<file path="src/rtl/mcdf_pkg.sv">
// rtl/mcdf_pkg.sv - shared types and constants for the MCDF formatter receive path
package mcdf_pkg;
    localparam int CHID_W = 2;
    localparam int DATA_W = 32;
    localparam int LEN_W  = 6;

    // Packet lengths the formatter is allowed to announce
    localparam logic [LEN_W-1:0] LEN_4  = 6'd4;
    localparam logic [LEN_W-1:0] LEN_8  = 6'd8;
    localparam logic [LEN_W-1:0] LEN_16 = 6'd16;
    localparam logic [LEN_W-1:0] LEN_32 = 6'd32;

    typedef enum logic [2:0] {
        ST_IDLE,
        ST_GRANT,
        ST_WAIT_START,
        ST_RECV,
        ST_DRAIN
    } rx_state_e;
endpackage

</file>
<file path="src/rtl/fmt_rx_buf.sv">
// rtl/fmt_rx_buf.sv - single packet word store, synchronous write, combinational read
module fmt_rx_buf
    import mcdf_pkg::*;
#(
    parameter int DEPTH = 32,
    parameter int AW    = $clog2(DEPTH)
) (
    input  logic              clk,
    input  logic              we,
    input  logic [AW-1:0]     waddr,
    input  logic [DATA_W-1:0] wdata,
    input  logic [AW-1:0]     raddr,
    output logic [DATA_W-1:0] rdata
);
    logic [DATA_W-1:0] mem [DEPTH];

    always_ff @(posedge clk) begin
        if (we) begin
            mem[waddr] <= wdata;
        end
    end

    assign rdata = mem[raddr];
endmodule

</file>
<file path="src/rtl/fmt_receiver.sv">
// rtl/fmt_receiver.sv - grants the formatter, captures one framed packet, replays it downstream
module fmt_receiver
    import mcdf_pkg::*;
#(
    parameter int DEPTH    = 32,
    parameter int START_TO = 15
) (
    input  logic              clk_i,
    input  logic              rst_i,
    input  logic              fmt_req_i,
    output logic              fmt_grant_o,
    input  logic [CHID_W-1:0] fmt_chid_i,
    input  logic [LEN_W-1:0]  fmt_length_i,
    input  logic [DATA_W-1:0] fmt_data_i,
    input  logic              fmt_start_i,
    input  logic              fmt_end_i,
    output logic              rd_val_o,
    input  logic              rd_rdy_i,
    output logic [DATA_W-1:0] rd_data_o,
    output logic [CHID_W-1:0] rd_chid_o,
    output logic              rd_last_o,
    output logic              len_err_o,
    output logic              frm_err_o,
    output logic              busy_o
);
    localparam int AW = $clog2(DEPTH);
    localparam int TW = $clog2(START_TO + 1);
    localparam logic [LEN_W-1:0] DEPTH_L = LEN_W'(DEPTH);

    rx_state_e         state, state_nxt;
    logic [LEN_W-1:0]  wr_cnt, rd_cnt, len, size, wr_cnt_p1;
    logic [CHID_W-1:0] chid;
    logic [TW-1:0]     to_cnt;
    logic              len_err_q, frm_err_q, len_bad, drain, rd_last;
    logic              buf_we, cap_start, wr_inc, wr_clr, end_cap;
    logic              to_clr, to_inc, rd_inc, rd_done, len_set, frm_set;
    logic [AW-1:0]     buf_waddr;
    logic [DATA_W-1:0] buf_rdata;

    assign wr_cnt_p1 = wr_cnt + 1'b1;
    assign len_bad   = (fmt_length_i == '0) || (fmt_length_i > DEPTH_L);
    assign drain     = (state == ST_DRAIN);
    assign rd_last   = drain && (rd_cnt == size - 1'b1);
    assign buf_waddr = cap_start ? '0 : wr_cnt[AW-1:0];
    assign wr_clr    = (state != ST_IDLE) && (state_nxt == ST_IDLE);

    always_ff @(posedge clk_i) begin
        if (rst_i) begin
            state <= ST_IDLE;
        end else begin
            state <= state_nxt;
        end
    end

    always_comb begin
        state_nxt = state;
        buf_we    = 1'b0;
        cap_start = 1'b0;
        wr_inc    = 1'b0;
        end_cap   = 1'b0;
        to_clr    = 1'b0;
        to_inc    = 1'b0;
        rd_inc    = 1'b0;
        rd_done   = 1'b0;
        len_set   = 1'b0;
        frm_set   = 1'b0;
        case (state)
            ST_IDLE: begin
                if (fmt_req_i) state_nxt = ST_GRANT;
            end
            ST_GRANT: begin
                to_clr    = 1'b1;
                state_nxt = ST_WAIT_START;
            end
            ST_WAIT_START: begin
                if (fmt_start_i && fmt_end_i) begin
                    frm_set   = 1'b1;
                    state_nxt = ST_IDLE;
                end else if (fmt_start_i) begin
                    cap_start = 1'b1;
                    buf_we    = 1'b1;
                    len_set   = len_bad;
                    state_nxt = ST_RECV;
                end else if (to_cnt == TW'(START_TO)) begin
                    frm_set   = 1'b1;
                    state_nxt = ST_IDLE;
                end else begin
                    to_inc = 1'b1;
                end
            end
            ST_RECV: begin
                if (fmt_start_i) begin
                    // A new start mid-packet abandons the partial packet and recaptures
                    frm_set = 1'b1;
                    if (fmt_end_i) begin
                        state_nxt = ST_IDLE;
                    end else begin
                        cap_start = 1'b1;
                        buf_we    = 1'b1;
                        len_set   = len_bad;
                    end
                end else begin
                    if (wr_cnt < DEPTH_L) begin
                        buf_we = 1'b1;
                        wr_inc = 1'b1;
                    end
                    if (fmt_end_i) begin
                        end_cap   = 1'b1;
                        len_set   = (wr_cnt < DEPTH_L) && (wr_cnt_p1 != len);
                        state_nxt = ST_DRAIN;
                    end else if (wr_cnt_p1 == DEPTH_L) begin
                        len_set = 1'b1;
                    end
                end
            end
            ST_DRAIN: begin
                if (rd_rdy_i) begin
                    if (rd_last) begin
                        rd_done   = 1'b1;
                        state_nxt = ST_IDLE;
                    end else begin
                        rd_inc = 1'b1;
                    end
                end
            end
            default: state_nxt = ST_IDLE;
        endcase
    end

    always_comb begin
        fmt_grant_o = (state == ST_GRANT);
        rd_val_o    = drain;
        rd_data_o   = drain ? buf_rdata : '0;
        rd_chid_o   = drain ? chid : '0;
        rd_last_o   = rd_last;
        busy_o      = (state != ST_IDLE);
        len_err_o   = len_err_q;
        frm_err_o   = frm_err_q;
    end

    always_ff @(posedge clk_i) begin
        if (rst_i) begin
            wr_cnt    <= '0;
            rd_cnt    <= '0;
            len       <= '0;
            size      <= '0;
            chid      <= '0;
            to_cnt    <= '0;
            len_err_q <= 1'b0;
            frm_err_q <= 1'b0;
        end else begin
            len_err_q <= len_set;
            frm_err_q <= frm_set;
            if (to_clr) begin
                to_cnt <= '0;
            end else if (to_inc) begin
                to_cnt <= to_cnt + 1'b1;
            end
            if (cap_start) begin
                chid   <= fmt_chid_i;
                len    <= len_bad ? DEPTH_L : fmt_length_i;
                wr_cnt <= 6'd1;
            end else if (wr_clr) begin
                wr_cnt <= '0;
            end else if (wr_inc) begin
                wr_cnt <= wr_cnt_p1;
            end
            // An overflowed packet stops counting at DEPTH, so it drains DEPTH words
            if (end_cap) begin
                size <= (wr_cnt < DEPTH_L) ? wr_cnt_p1 : DEPTH_L;
            end
            if (rd_done) begin
                rd_cnt <= '0;
            end else if (rd_inc) begin
                rd_cnt <= rd_cnt + 1'b1;
            end
        end
    end

    fmt_rx_buf #(.DEPTH(DEPTH)) u_buf (
        .clk   (clk_i),
        .we    (buf_we),
        .waddr (buf_waddr),
        .wdata (fmt_data_i),
        .raddr (rd_cnt[AW-1:0]),
        .rdata (buf_rdata)
    );
endmodule

</file>
<file path="config.mk">
export PLATFORM = sky130hd
export DESIGN_NAME = fmt_receiver
export DESIGN_NICKNAME = d
export VERILOG_FILES = /design/src/rtl/mcdf_pkg.sv /design/src/rtl/fmt_rx_buf.sv /design/src/rtl/fmt_receiver.sv
export SDC_FILE = /design/constraint.sdc
export NUM_CORES = 1
export LEC_CHECK = 0
export BUFFER_PORTS_ARGS = -buffer_cell sky130_fd_sc_hd__buf_2
export CELL_PAD_IN_SITES_DETAIL_PLACEMENT = 1
export CELL_PAD_IN_SITES_GLOBAL_PLACEMENT = 2
export CORE_ASPECT_RATIO = 1.25
export CORE_MARGIN = 8
export CORE_UTILIZATION = 47
export CTS_BUF_LIST = sky130_fd_sc_hd__clkbuf_4
export CTS_CLUSTER_SIZE = 20
export DETAILED_ROUTE_END_ITERATION = 7
export PLACE_DENSITY = 0.77
export SLEW_MARGIN = 20
export SYNTH_ARGS = -nofsm -noshare
export SYNTH_HDL_FRONTEND = slang
export SYNTH_SLANG_ARGS = --single-unit
</file>
<file path="constraint.sdc">
create_clock -name clk_i -period 3.2 [get_ports clk_i]
set_input_delay 0.16 -clock clk_i [delete_from_list [all_inputs] [get_ports clk_i]]
set_output_delay 0.16 -clock clk_i [all_outputs]
set_load 0.05 [all_outputs]
</file>
Yosys cells after proc, flatten, opt, wreduce, memory -nomap -nowiden
Memory sizes are Yosys's and may differ from the RTL's. A register that Yosys moved wholly into a read port is not among the register bits.
Index checks and enable logic that the tools add are counted.
- mux-type cells: 57
- equal/unequal tests: 8
- $add $sub $neg: 4
- order comparisons: 2
- reductions and logical operators: 13
- operator list (kind ; count):
    $mux 1 ; 36
    $mux 32 ; 1
    $mux 3 ; 9
    $mux 5 ; 3
    $pmux 3 s5 ; 1
    $add 6x1->6 const B ; 2
    $mux 6 ; 2
    $pmux 1 s2 ; 4
    $eq 3x2->1 const B ; 2
    $eq 6x6->1 ; 1
    $eq 6x6->1 const B ; 1
    $gt 6x6->1 const B ; 1
    $logic_not 3->1 ; 2
    $logic_not 6->1 ; 1
    $lt 6x6->1 const B ; 1
    $ne 6x6->1 ; 1
    $reduce_bool 3->1 ; 2
    $sub 6x1->6 const B ; 1
    $add 4x1->4 const B ; 1
    $eq 4x4->1 const B ; 1
    $logic_and 1x1->1 ; 4
    $reduce_or 2->1 ; 2
    $eq 3x1->1 const B ; 1
    $eq 3x3->1 const B ; 1
    3 further kinds ; 3
- word-level logic and storage cells: 95
- register bits after elaboration: 35
- input bits: 46
- RAM bits: 1024
- memories kept: 1
- output and inout port bits: 40
- memory list (memory ; words ; width ; rd ports ; clocked after memory_dff ; wr ports ; line ; RTL):
    u_buf.mem ; 32 ; 32 ; 1 ; 1 ; 1 ; fmt_rx_buf.sv:15 ; logic [DATA_W-1:0] mem [DEPTH];

Logic depth before layout (Yosys ltp)
- word-level depth: 10
- gate-level depth with buffers: 8
- mapped depth without buffers: 7

Cells and area by module
From an unflattened synthesis, not the netlist that was laid out.
- cells, all modules: 2514
- area, all modules: 42094.1 um2
- modules (own cells, without submodules) (module ; cells each ; seq. area each (um2) ; instances ; area an instance (um2)):
    fmt_rx_buf ; 2228 ; 30749.5 ; 1 ; 39852.0
    fmt_receiver ; 286 ; 700.7 ; 1 ; 2242.2

Worst setup path before layout
Ideal clock, no wire load.
- path kind: reg2reg
- start: register state[1]
- end: memory u_buf.mem[0][0], enable pin
- setup time: 421 ps
- cell stages (with the launch flop): 5
- buffers on the path: 1
- setup slack: 85 ps
- data required time: 2779 ps
- clock period less this slack: 3115 ps
- arrival: 2694 ps
- cells stage by stage: dfxtp_1 clkbuf_1 nor4bb_1 nor2_1 nor2_1
- longest elaborated chain between the ends: 4
- elaborated cells on any way between the ends: 7
- classes of those cells: eq/ne: 2; mux: 5
- ends and longest elaborated chain (what ; line ; RTL):
    start: declaration ; fmt_receiver.sv:30 ; rx_state_e state, state_nxt;
    start signal: assignment ; fmt_receiver.sv:51 ; state <= state_nxt;
    $eq 3x2->1 ; fmt_receiver.sv:67 ; case (state)
    $pmux 1 s2 ; fmt_receiver.sv:67 ;
    $mux 1 ; fmt_rx_buf.sv:18 ; if (we) begin
    $mux 1 (not written as such) ; fmt_rx_buf.sv:19 ; mem[waddr] <= wdata;
    end: declaration ; fmt_rx_buf.sv:15 ;
Several ways; a longest one is shown, not always the timed one.

==> results.md <==
- GRT Residual Overflow: 0
- DRC violations left: 0
- Sequential power share: between 50 and 60%
- Layout cell share with drive strength beyond 1: about 40%
- Count of distinct cell types in the synthesized netlist: 59
- Global-route usage over all layers: 23.26%
- Async set-or-reset flop fraction in the synthesized netlist: 0%
- Reported leakage power: roughly 0.016 uW
- Fin crit share: 108.6%
- Setup Skew: a little over 60 ps
- EDFF count, synth: about 1000
- Netlist Area Pre-Place: 40820 um2
- Violations in the final reports: negative setup slack
- Commonest non-fill, non-tap cells in the layout: 1024 x sky130_fd_sc_hd__edfxtp_1, 333 x sky130_fd_sc_hd__clkbuf_4, 256 x sky130_fd_sc_hd__mux4_2
- Synthesized flop and latch total: around 1100
- Net switching share of the total power: between 20% and 30%
- Cell-internal power: approximately 21000 uW
- TritonCTS Buffers: 237
- Post-Syn Area per Cell: 21.68 um2
- Net switching power: ~5700 uW
- Final wirelength: about 110000 um
- Design Area, Final: between 40000 and 50000 um2
- Via density per instance: ~6
- Via count of the first global-routing pass: 24098
- Clock tree sinks: 1064
- Unrepaired setup endpoints after global routing: yes
- Clock Tree Root: sky130_fd_sc_hd__clkbuf_4
- Antenna Nets Post-Route: 0
- Area fraction of the dominant cell type after synthesis: 75.33%
- CTS H-Tree Depth: 4
- Setup slack after layout: -275.6 ps
- Maximum clock rate: ~290 MHz
- Sum of net half-perimeters after detailed placement: 60110 um
- Antenna violations before repair: 1
- Maximum fanout count along the critical path: 9
- Post-synth top area cell: sky130_fd_sc_hd__edfxtp_1
- Post-layout nets: 2408
- Combinational share of power: under 10%
- WS Path Type: register to primary output
- Average wire length per cell after detail routing: 30.84 um
- Cell types with the largest area share after synthesis: sky130_fd_sc_hd__edfxtp_1 75%, sky130_fd_sc_hd__mux4_2 14%, sky130_fd_sc_hd__dfxtp_1 2.0%, sky130_fd_sc_hd__a22oi_1 1.2%, sky130_fd_sc_hd__mux2i_1 0.88%
- Max Cap Viol: 0
- Number of warnings printed during yosys synthesis: 0
- Outcome: finished with violations
- Count of pins on the block boundary: 86
- PortBufs: between 80 and 90
- Worst-path clk slew: roughly 70 ps
- Global-route wire length before repair: 162900 um
- Required time reported for the critical path endpoint: 3040 ps
- Placed inst area: ~44000 um2
- Starting Density: 47.14%
- Power per standard cell area: between 500 and 600 nW/um2
- Arrival time of the worst setup path: about 3300 ps
- Actual transition at the worst max-transition pin: 986.3 ps
- Non-Filler Instances: roughly 3700
- # placed instances: 3134
- Maximum root-to-sink buffer count: 3
- Prevailing post-synth register cell: sky130_fd_sc_hd__edfxtp_1
- Pre-antenna DRT Iters: 5
- Most common cell after layout, fill and taps aside: sky130_fd_sc_hd__edfxtp_1
- Clock latency of the later-clocked register in the worst-skew pair: approximately 1100 ps
- Share of the yosys chip area belonging to registers: 77.29%
- Die Height: about 350 um
- Placeable core region: between 80000 and 90000 um2
- Via count: about 22000
- Gpl congestion: 0.7506
- Area of the die: between 90000 and 100000 um2
- X dimension of the die: about 280 um
- Worst slew margin relative to its limit: 34.03%
- CP Capture Type: primary output
- Startpoint types: register
- Synthesized instance count: around 1900
- Number of placement rows: 121
- Setup violators final: 32
- Count of fill cells added during filler insertion: 7589
- Final number of hold-violating endpoints: 0
- Share of total power in the clock network: 40.8%
- Max IR drop VDD: approximately 400 uV
- Final number of max-transition violations: 0
- P&R area growth vs syn: 21.88%
- Largest net degree at the start of global routing: 48
- Initial DRC count: about 2100
- Post-layout min period: 3476 ps
- TritonCTS clock tree: done
- Hold Path Class: input pin to register
- Syn_nets: 1935
==> metal layers <==
| layer | vias to the layer above | share of wire [%] | global-route usage, % |
|---|---|---|---|
| met3 | 201 | 7.0 | 4.885 |
| met2 | 1055 | 52 | 40.18 |
| met1 | 11938 | 38 | 29.37 |
| li1 | 9102 | - | - |
| met5 | - | 0 | 0 |
| met4 | 0 | 2.6 | 7.162 |
==> cells by family (layout without fill, tap and decap cells) <==
logic type      Yosys count  in the layout  share of synthesized area (%)
simple gates            165            165                          1.986
mux                     292            292                          15.01
xor+xnor                 25             25                         0.5364
buf+inv                 119            788                          1.260
other cells               0              5                              0
flops                  1064           1064                          77.29
fa+ha+maj                 6              6                         0.1839
compound gates          212            212                          3.733
==> synth_stat cells, types with 4 or more instances <==
library cell               instances
sky130_fd_sc_hd__edfxtp_1       1024
sky130_fd_sc_hd__mux4_2          256
sky130_fd_sc_hd__nor2_1           76
sky130_fd_sc_hd__clkbuf_1         69
sky130_fd_sc_hd__a22oi_1          67
sky130_fd_sc_hd__dfxtp_1          40
sky130_fd_sc_hd__mux2i_1          36
sky130_fd_sc_hd__a31oi_1          33
sky130_fd_sc_hd__o22ai_1          33
sky130_fd_sc_hd__a211o_1          32
sky130_fd_sc_hd__a21oi_1          27
sky130_fd_sc_hd__buf_2            26
sky130_fd_sc_hd__nand2_1          19
sky130_fd_sc_hd__xnor2_1          15
sky130_fd_sc_hd__nand3_1          14
sky130_fd_sc_hd__nor3_1           12
sky130_fd_sc_hd__xor2_1           10
sky130_fd_sc_hd__buf_4             9
sky130_fd_sc_hd__buf_1             8
sky130_fd_sc_hd__nor3b_1           7
sky130_fd_sc_hd__ha_1              6
sky130_fd_sc_hd__inv_1             5
sky130_fd_sc_hd__nor2b_1           5
sky130_fd_sc_hd__nand4_1           4
sky130_fd_sc_hd__o21ai_0           4
sky130_fd_sc_hd__or4_1             4
==> cell type report <==
class	count	area, um2	share of cell area [%]
diodes	5	12.51	0.02515
flip-flops and latches	1064	31580	63.48
repair buffers	347	3995	8.030
clock buffers	332	2492	5.010
inverters	6	25.02	0.05030
well taps	1168	1461	2.937
clock inverters	103	649.4	1.305
multi-input cells	700	9535	19.17
==> worst max-delay path: stages, from the launching register on <==
cell and delay, ps:
sky130_fd_sc_hd__dfxtp_4 430, sky130_fd_sc_hd__buf_12 190, sky130_fd_sc_hd__buf_8 130, sky130_fd_sc_hd__buf_12 150
sky130_fd_sc_hd__mux4_2 520, sky130_fd_sc_hd__mux2i_2 220, sky130_fd_sc_hd__a211o_1 250, sky130_fd_sc_hd__a31oi_1 70
sky130_fd_sc_hd__buf_4 230
==> power groups by stage <==
stage                     sequential, uW  clock (uW)  combinational (uW)
after CTS                          15300       11000                 475
final                              15300       10900                 488
after global placement             15600           0                 349
after floorplan                    15600           0                 133
after global routing               15300       11600                 522
after detailed placement           15600           0                 381
==> metrics by stage <==
step / hold slack, ps / total power [uW] / util [%] / setup TNS, ps / setup slack [ps]
after global routing: 64.09 / 27430 / 57.44 / -9676 / -388.1
after floorplan: 258.9 / 15710 / - / 0 / 84.88
after detailed placement: 422.0 / 15960 / 50.60 / 0 / 471.0
after global placement: 404.4 / 15930 / 50.60 / 0 / 458.3
final: 86.06 / 26630 / 57.45 / -5534 / -275.6
after CTS: 0.1956 / 26750 / 56.69 / -8672 / -320.5
==> final timing paths <==
check / slack, ps / end / from / cells past startpoint
max reg2reg: 410 / len[1]$_SDFFE_PP0P_ / state[2]$_SDFF_PP0_ / 8
min reg2reg: 520 / size[5]$_SDFFE_PP0P_ / size[5]$_SDFFE_PP0P_ / 2
max: -280 / rd_data_o[21] / register / 8
min: 90 / u_buf.mem[7][26]$_DFFE_PP_ / fmt_data_i[26] / 2
==> timing repair <==
item,in CTS,in global routing
setup buffers,30,10
cloned,14,12
hold buffers,86,0
endpoints found under the setup margin,36,33
resized for setup,148,65
endpoints found under the hold margin,1064,0
pin swaps,24,19
==> flip-flops by register name, indices dropped and copies added, names as in the netlist, named ones only <==
name	flops
u_buf.mem	1024
len	6
rd_cnt	6
size	6
wr_cnt	6
to_cnt	4
state	3
chid	2
frm_err_o	1
len_err_o	1
(Power assumes the default switching activity.)
